[config.mk]
export PLATFORM = sky130hd
export DESIGN_NAME = stk_issue_arb
export DESIGN_NICKNAME = d
export VERILOG_FILES = /design/src/rtl/stk_pkg.sv /design/src/rtl/stk_rr_arb.sv /design/src/rtl/stk_issue_arb.sv
export SDC_FILE = /design/constraint.sdc
export NUM_CORES = 1
export LEC_CHECK = 0
export CORE_AREA = 3 3 261 263
export CTS_BUF_LIST = sky130_fd_sc_hd__clkbuf_2 sky130_fd_sc_hd__clkbuf_4 sky130_fd_sc_hd__clkbuf_8
export DETAILED_ROUTE_END_ITERATION = 10
export DIE_AREA = 0 0 264 266
export HOLD_SLACK_MARGIN = 0.03
export SYNTH_ARGS = -nofsm -noshare
export SYNTH_HDL_FRONTEND = slang
export SYNTH_SLANG_ARGS = --single-unit
[constraint.sdc]
create_clock -name clk -period 11.12 [get_ports clk]
set_input_delay 2.224 -clock clk [delete_from_list [all_inputs] [get_ports clk]]
set_output_delay 2.224 -clock clk [all_outputs]
set_load 0.03 [all_outputs]
[src/rtl/stk_pkg.sv]
// Shared stack-pipeline types: opcodes, engine ids and issue credit sizing.
package stk_pkg;

  typedef enum logic [1:0] {
    OPCODE_NOP  = 2'd0,
    OPCODE_PUSH = 2'd1,
    OPCODE_POP  = 2'd2,
    OPCODE_INV  = 2'd3
  } opcode_t;

  localparam int ENGID_W = 2;
  typedef logic [ENGID_W-1:0] engid_t;

  localparam int INFLIGHT_DFLT = 4;

  function automatic int cred_w(input int n);
    return $clog2(n + 1);
  endfunction

  localparam int CRED_W = cred_w(INFLIGHT_DFLT);

endpackage

[src/rtl/stk_rr_arb.sv]
// Rotating-priority arbiter; owns the round-robin pointer.
module stk_rr_arb
  import stk_pkg::*;
#(
  parameter int ENGS_N = 4
) (
  input  logic              clk,
  input  logic              arst,
  input  logic [ENGS_N-1:0] req,
  input  logic              upd,
  output logic [ENGS_N-1:0] gnt,
  output engid_t            gnt_idx
);

  localparam engid_t LAST = engid_t'(ENGS_N - 1);

  engid_t rr_ptr_r;

  // Scan from farthest to nearest so the nearest request wins.
  always_comb begin
    int idx;
    gnt     = '0;
    gnt_idx = '0;
    idx     = 0;
    for (int k = ENGS_N - 1; k >= 0; k--) begin
      idx = int'(rr_ptr_r) + k;
      if (idx >= ENGS_N) idx = idx - ENGS_N;
      if (req[idx]) gnt_idx = engid_t'(idx);
    end
    if (|req) gnt[gnt_idx] = 1'b1;
  end

  always_ff @(posedge clk or posedge arst) begin
    if (arst) begin
      rr_ptr_r <= '0;
    end else if (upd) begin
      rr_ptr_r <= (gnt_idx == LAST) ? '0 : gnt_idx + engid_t'(1);
    end
  end

endmodule

[src/rtl/stk_issue_arb.sv]
// Issues engine stack commands into LK with per-engine hazard hold-off,
// credit-bounded in-flight count and PUSH stall on pointer exhaustion.
module stk_issue_arb
  import stk_pkg::*;
#(
  parameter int ENGS_N     = 4,
  parameter int INFLIGHT_N = INFLIGHT_DFLT,
  parameter int DAT_W      = 128
) (
  input  logic                         clk,
  input  logic                         arst,
  input  logic [ENGS_N-1:0]            i_req_vld,
  input  opcode_t [ENGS_N-1:0]         i_req_opcode,
  input  logic [ENGS_N-1:0][DAT_W-1:0] i_req_dat,
  output logic [ENGS_N-1:0]            o_req_rdy,
  input  logic                         i_ptr_avail,
  input  logic                         i_cmpl_vld,
  input  engid_t                       i_cmpl_engid,
  output logic                         o_lk_vld_r,
  output engid_t                       o_lk_engid_r,
  output opcode_t                      o_lk_opcode_r,
  output logic                         o_lk_dat_vld_r,
  output logic [DAT_W-1:0]             o_lk_dat_r,
  output logic                         o_busy
);

  localparam int CW = cred_w(INFLIGHT_N);
  localparam logic [CW-1:0] CRED_MAX = CW'(INFLIGHT_N);

  logic [ENGS_N-1:0] busy_r;
  logic [ENGS_N-1:0] elig;
  logic [ENGS_N-1:0] gnt;
  logic [ENGS_N-1:0] cmpl_clr;
  logic [CW-1:0]     cred_r;
  engid_t            gidx;
  logic              any_gnt;
  logic              cmpl_ok;
  logic              is_push;

  // Eligibility uses registered busy_r only, so rdy never feeds back.
  always_comb begin
    elig = '0;
    for (int e = 0; e < ENGS_N; e++) begin
      elig[e] = i_req_vld[e] & ~busy_r[e] & (cred_r != '0)
              & ((i_req_opcode[e] != OPCODE_PUSH) | i_ptr_avail);
    end
  end

  always_comb begin
    cmpl_ok  = i_cmpl_vld & busy_r[i_cmpl_engid] & (cred_r != CRED_MAX);
    cmpl_clr = '0;
    if (cmpl_ok) cmpl_clr[i_cmpl_engid] = 1'b1;
  end

  stk_rr_arb #(
    .ENGS_N (ENGS_N)
  ) u_arb (
    .clk     (clk),
    .arst    (arst),
    .req     (elig),
    .upd     (any_gnt),
    .gnt     (gnt),
    .gnt_idx (gidx)
  );

  assign any_gnt   = |gnt;
  assign o_req_rdy = gnt;
  assign o_busy    = (cred_r != CRED_MAX);
  assign is_push   = (i_req_opcode[gidx] == OPCODE_PUSH);

  always_ff @(posedge clk or posedge arst) begin
    if (arst) begin
      busy_r         <= '0;
      cred_r         <= CRED_MAX;
      o_lk_vld_r     <= 1'b0;
      o_lk_engid_r   <= '0;
      o_lk_opcode_r  <= OPCODE_NOP;
      o_lk_dat_vld_r <= 1'b0;
      o_lk_dat_r     <= '0;
    end else begin
      busy_r <= (busy_r & ~cmpl_clr) | gnt;
      unique case ({any_gnt, cmpl_ok})
        2'b10:   cred_r <= cred_r - CW'(1);
        2'b01:   cred_r <= cred_r + CW'(1);
        default: cred_r <= cred_r;
      endcase
      o_lk_vld_r <= any_gnt;
      if (any_gnt) begin
        o_lk_engid_r   <= gidx;
        o_lk_opcode_r  <= i_req_opcode[gidx];
        o_lk_dat_vld_r <= is_push;
        o_lk_dat_r     <= is_push ? i_req_dat[gidx] : '0;
      end else begin
        o_lk_opcode_r  <= OPCODE_NOP;
        o_lk_dat_vld_r <= 1'b0;
        o_lk_dat_r     <= '0;
      end
    end
  end

`ifndef SYNTHESIS
  logic [ENGS_N-1:0]            pend_r;
  opcode_t [ENGS_N-1:0]         op_q;
  logic [ENGS_N-1:0][DAT_W-1:0] dat_q;

  always_ff @(posedge clk or posedge arst) begin
    if (arst) pend_r <= '0;
    else      pend_r <= i_req_vld & ~gnt;
  end

  always_ff @(posedge clk) begin
    op_q  <= i_req_opcode;
    dat_q <= i_req_dat;
    if (!arst) begin
      assert (!i_cmpl_vld || cmpl_ok)
        else $error("stk_issue_arb: illegal completion");
      for (int e = 0; e < ENGS_N; e++) begin
        assert (!(i_req_vld[e] && i_req_opcode[e] == OPCODE_NOP))
          else $error("stk_issue_arb: NOP request");
        assert (!pend_r[e] || (i_req_vld[e]
                && i_req_opcode[e] == op_q[e]
                && i_req_dat[e] == dat_q[e]))
          else $error("stk_issue_arb: request changed before accept");
      end
    end
  end
`endif

endmodule
==> flow_metrics.env <==
export IMPL_status="completed"
export IMPL_cts_tree="yes"
export IMPL_start_kind="input port"
export IMPL_cp_slowest_cell="clkdlybuf4s50_1"
export IMPL_setup_worst_path_start="i_ptr_avail"
export IMPL_start_util=0.147
export IMPL_required_ns=8.90
export IMPL_clock_path_buffers=2
export IMPL_cts_max_level=4
export IMPL_min_period_ns=8.12
export IMPL_synthMuxAreaShare=0.285
export IMPL_synth_top_cell_by_area="dfrtp_1"
export IMPL_ios=669
export IMPL_drive_gt1_frac=0.201
export IMPL_num_vias=8972
export IMPL_ant_nets=0
export IMPL_slew_violations=0
export IMPL_tns_ns=0
export IMPL_grt_pass1_vias=9758
export IMPL_final_cells=2325
export IMPL_cpMostUsedCell="clkdlybuf4s50_1"
export IMPL_place_area_um2=16800
export IMPL_grt_use_total=0.111
export IMPL_post_cts_buffers=0
export IMPL_async_reset_ff_frac=1.00
export IMPL_dieHeight_um=266
export IMPL_ys_types=56
export IMPL_cts_hold_buffers_added=0
export IMPL_grt_overflow=0
export IMPL_grt_first_pass_wirelength_um=59700
export IMPL_p_per_area_nw_per_um2=70.8
export IMPL_cts_repair_resized=0
export IMPL_path_cells="clkdlybuf4s50_1 > nor3b_1 > nor2_1 > a311oi_1 > or2_0 > inv_8 > ha_1 > and2_1 > clkdlybuf4s50_1"
export IMPL_synthFlopType="dfrtp_1"
export IMPL_cts_buffers=17
export IMPL_crit_family="buffers and inverters"
export IMPL_clock_root_buffer="clkbuf_8"
export IMPL_cp_num_buf_inv=3
export IMPL_rsz0062_at_grt="no"
export IMPL_maxCapViolCount=0
export IMPL_rows=94
export IMPL_synth_cells=823
export IMPL_drtPass1Iterations=6
export IMPL_viasPerCell=3.86
export IMPL_antenna_found_initial=1
export IMPL_grt_max_degree=105
export IMPL_final_util=0.261
export IMPL_seq_area_frac_synth=0.371
export IMPL_drc=0
export IMPL_ys_ff_latch=143
export IMPL_synth_adder_area_share=0.00466
export IMPL_finalCritPeriodShare=0.730
export IMPL_drt_iter0_markers=294
export IMPL_synth_edff_count=0
export IMPL_hold_slack_ns=0.491
export IMPL_avgSynthCellArea_um2=11.7
export IMPL_hpwl_um=32000
export IMPL_skew_ns=0.0193
export IMPL_cts_clk_slew_worst_paths_ns=0.08
export IMPL_yosysWarnings=0
export IMPL_syn2layout_area_growth_pct=78.0
export IMPL_nNetsFinal=1981
export IMPL_worst_slew_pin_slew_ns=1.08
export IMPL_port_buffers=668
export IMPL_ir_drop_mv=0.0685
export IMPL_clk_latency_ns=0.52
export IMPL_regToRegStartpoint="busy_r[1]"
export IMPL_hold_class="reg2reg"
export IMPL_path_max_fanout=104
export IMPL_finalInstanceArea_um2=17200
export IMPL_relSlewSlack=0.283
export IMPL_max_freq_mhz=123
export IMPL_syn_num_nets=1356
export IMPL_finalSetupViolations=0
export IMPL_synthXorXnorAreaFrac=0.00272
export IMPL_max_stage_delay_ns=0.60
export IMPL_p_leak_uw=0.00746
export IMPL_dp_cells=2293
export IMPL_synth_compound_area_frac=0.182
export IMPL_core_um2=65900
export IMPL_num_fill_cells=6897
export IMPL_synth_simple_area_share=0.0763
export IMPL_criticalPathCategory="in2out"
export IMPL_gp_congestion=0.866
export IMPL_avgRoutedWirePerCell_um=17.3
export IMPL_synth_top_family_by_area="multiplexers"
export IMPL_clock_sinks=143
export IMPL_min_delay_start="o_lk_engid_r[0]"
export IMPL_hold_viol_final=0
export IMPL_synthTopCellsByArea="dfrtp_1 37%, mux2_2 15%, a211oi_2 14%"
export IMPL_endpoint_kind="output port"
export IMPL_syn_cell_area_um2=9660
export IMPL_yosysTopAreaCellShare=0.368
export IMPL_die_w_um=264
export IMPL_dieArea_um2=70200
export IMPL_wirelength_um=40200
export IMPL_worstPathArrival_ns=5.89
==> per-layer routing <==
metal  global-route usage  vias up  wire length, um
met5                    0        -                0
met1                0.120     4212            15100
li1                     -     4261                -
met4               0.0345        0              699
met3               0.0418       44             3490
met2                0.200      455            20900
==> final cells by class <==
cell class                 instances  area [um^2]  area share
multi-input combinational        598         5340       0.311
inverter                          10         50.0     0.00291
sequential                       143         3580       0.208
timing repair buffer             678         6760       0.393
clock buffer                      20          256      0.0149
tap                              864         1080      0.0629
clock inverter                    11          119     0.00691
antenna                            1         2.50    0.000146
==> Yosys cell counts (all sizes together), types with 3 or more instances <==
cell type and count:
dfrtp 142, nor2 138, a211oi 129, mux2 129
mux2i 128, buf 38, clkbuf 34, o21ai 13
inv 10, nand2 9, nand3 4, nor3b 4
a21boi 3, a21o 3, a21oi 3, nand2b 3
or3b 3
==> cells by family (layout without fill, tap and decap cells) <==
group           after synthesis  in the layout
compound gates              161            161
xor+xnor                      3              3
fa+ha+maj                     3              3
buf+inv                      82            719
flops                       143            143
mux                         258            258
other cells                   0              1
simple gates                173            173
==> power breakdown <==
group	switching, uW	total (uW)	internal [uW]
Combinational	77.8	273	195
Clock	221	425	204
Sequential	0	520	520
Total	299	1220	918
==> worst reg2reg max path, stage by stage (launching register included) <==
cell       delay [ns]
dfrtp_1          0.44
or3b_1           0.44
a311oi_1         0.43
or2_0            0.55
inv_8            0.37
ha_1             0.39
nor2_1           0.11
o2111ai_1        0.17
o21ai_2          0.32
a211oi_1         0.13
o21ai_4          0.25
buf_4            0.36
buf_4            0.72
a211oi_1         0.17
==> path summary, 6_finish.rpt <==
| check | slack, ns | cells after the start | to |
|---|---|---|---|
| min in group asynchronous | 2.07 | 2 | o_lk_dat_r[49] |
| max in group asynchronous | 7.90 | 3 | o_lk_dat_r[121] |
| worst min-delay path | 0.49 | 2 | o_lk_engid_r[0] |
| worst min register to register | 0.49 | 2 | o_lk_engid_r[0] |
| worst max-delay path | 3.00 | 9 | o_req_rdy[3] |
| worst max register to register | 6.08 | 13 | o_lk_dat_r[112] |
==> placed cells by master, fill, tap and decap left out, types with 3 or more instances in the layout <==
cell type / synthesis / layout
inv_1: 9 / 8
a211oi_2: 109 / 109
a21boi_0: 3 / 3
clkbuf_8: 17 / 17
clkdlybuf4s50_1: 0 / 668
a21oi_1: 3 / 3
a211oi_1: 20 / 20
or3b_1: 3 / 3
nand2_1: 8 / 8
clkinv_4: 0 / 3
buf_4: 2 / 10
mux2i_1: 128 / 128
clkinv_2: 0 / 5
o21ai_0: 10 / 10
dfrtp_1: 142 / 142
mux2_2: 129 / 129
clkbuf_4: 3 / 3
nand3_1: 4 / 4
nor3b_1: 4 / 4
nor2_1: 138 / 138
nand2b_1: 3 / 3
==> stage by stage <==
| step | setup WS, ns | total power (uW) |
|---|---|---|
| 6_report | 3.00 | 1220 |
| 5_1_grt | 2.62 | 1290 |
| 4_1_cts | 3.05 | 1260 |
| 3_5_place_dp | 3.06 | 804 |
| 3_3_place_gp | 3.25 | 804 |
| 2_1_floorplan | 4.62 | 596 |
==> state kept, by name, indices dropped and copies added, names as in the netlist <==
signal and cells:
o_lk_dat_r 128, o_lk_engid_r 2, busy_r 4, o_lk_opcode_r 2
o_lk_dat_vld_r 1, o_lk_vld_r 1, u_arb.rr_ptr_r 2, cred_r 3
Power figures use the tool's default switching activity.
==> variant (same settings) <==
Set the package constant `ENGID_W` to 4 (it was 2).
--- a/src/rtl/stk_pkg.sv
+++ b/src/rtl/stk_pkg.sv
@@ -8,7 +8,7 @@
     OPCODE_INV  = 2'd3
   } opcode_t;
 
-  localparam int ENGID_W = 2;
+  localparam int ENGID_W = 4;
   typedef logic [ENGID_W-1:0] engid_t;
 
   localparam int INFLIGHT_DFLT = 4;
Ports: changed (resized i_cmpl_engid and o_lk_engid_r); port bits go from 669 to 673. No check against the original RTL was run, so the function may have changed too.
==> variant against the unedited design <==
- setup slack worse by 0.017 ns
- cell area is 9.5% higher
- area after synthesis is 15% higher
- sequential cell count is 4 higher
- wire length is 20% higher
- via count is 11% higher
Power is left out: it rests on default switching activity, and per cell area and clock period it moved more than threefold.
==> variant: results (changes against the unedited design) <==
buffers: 685  # +1.0%
reg2reg_depth: 12  # -1
worst_r2r_endpoint: "o_lk_dat_r[34]"
synth.area.mux_share: 0.357  # +0.0719
cts_sinks: 147  # +2.8%
nets: 2075  # +4.7%
reg2reg_from: "u_arb.rr_ptr_r[0]"
fin_tns_setup_ns: 0  # unchanged
synth.distinct_cells: 63  # +13%
worst-path-max-fanout: 88  # -15%
min_from: "o_lk_engid_r[3]"
regMostFlops: "o_lk_dat_r"
critPathTopFamily: "buffers and inverters"
avgViaCountPerCell: 4.13  # +7.0%
grt_max_degree: 89  # -15%
clk_latency_ns: 0.52  # about the same
num-fill-cells: 6739  # -2.3%
portBuffers: 672  # +0.60%
cpMaxStageDelayCell: "clkdlybuf4s50_1"
clock_path_buffers: 2  # unchanged
nClkBuffers: 19  # -5.0%
cp-endpoint: "o_req_rdy[3]"
seq_share: 0.195  # -0.0128
status: "completed"
grt_first_pass_wirelength_mm: 70.3  # +18%
worstPathArrival_ns: 5.91  # +0.02 ns
synth_fa_ha_area_frac: 0.0165  # +0.0118
cts_root_buf: "clkbuf_8"
ctsResizeCount: 0  # unchanged
hp-class: "reg2reg"
grt_pass1_vias: 10800  # +11%
clock_area_frac: 0.0189  # -0.00290
gp_congestion: 0.876  # +1.2%
slew_headroom: 0.294  # +0.0115
buffer_area_frac: 0.362  # -0.0310
multi_input_cells: 667  # +12%
dr.pass1.iters: 4  # -2
diodes: 0  # -1
async_flop_share: 1.00  # unchanged
holdPathStages: 1  # -1
worstSetupStartpoint: "i_ptr_avail"
ys_seq_area_frac: 0.331  # -0.0392
drt_wl_total_mm: 48.4  # +20%
reg2reg_setup_slack_ns: 5.64  # -0.44 ns
n_all_inverters: 11  # +1
synthTopCellsByArea: "mux2i_1 35%, dfrtp_1 33%, nor4b_2 14%"
multi_input_area_share: 0.363  # +0.0520
layout-drive-gt1-share: 0.111  # -0.0903
post-dp-hpwl_mm: 38.3  # +20%
finalClockSkew_ns: 0.0184  # -0.000911 ns
grt_usage: 0.133  # +0.0221
slowest_delay_ns: 0.71  # +0.11 ns
synth_fp_nets: 1462  # +7.8%
cts_buffers: 17  # unchanged
synth-compound-area-share: 0.0305  # -0.152
synth_xor_area_frac: 0.00710  # +0.00438
min_to: "o_lk_engid_r[3]"
ys_top_cells_by_count: "388 x mux2i_1, 146 x dfrtp_1, 105 x nor4b_2, 54 x buf_2, 26 x nor4b_1"
drtIter0Drc: 304  # +3.4%
synth-main-ff-cell: "dfrtp_1"
variant: cell count changes in the layout (fill, tap and decap cells not counted), moves of 26 or more:
cell	unedited run	this run
nor2_1	138	9
mux2i_1	128	388
a211oi_2	109	1
nor4b_1	0	26
nor4b_2	0	105
mux2_2	129	4
variant: per-layer routing:
metal	vias up	GRT usage	share of wire
met1	4751	0.154	0.40
li1	4700	-	-
met2	433	0.236	0.51
met4	0	0.0357	0.017
met5	-	0	0
met3	41	0.0436	0.074
variant: stage by stage:
stage	worst slack [ns]	instances	hold WS, ns	util	cell area [um2]
4_1_cts	2.95	2404	0.507	0.286	18800
2_1_floorplan	4.36	916	0.489	-	11100
6_report	2.99	2404	0.505	0.286	18800
3_3_place_gp	3.02	2374	0.468	0.281	18500
5_1_grt	2.71	2404	0.519	0.286	18800
3_5_place_dp	2.97	2374	0.479	0.281	18500
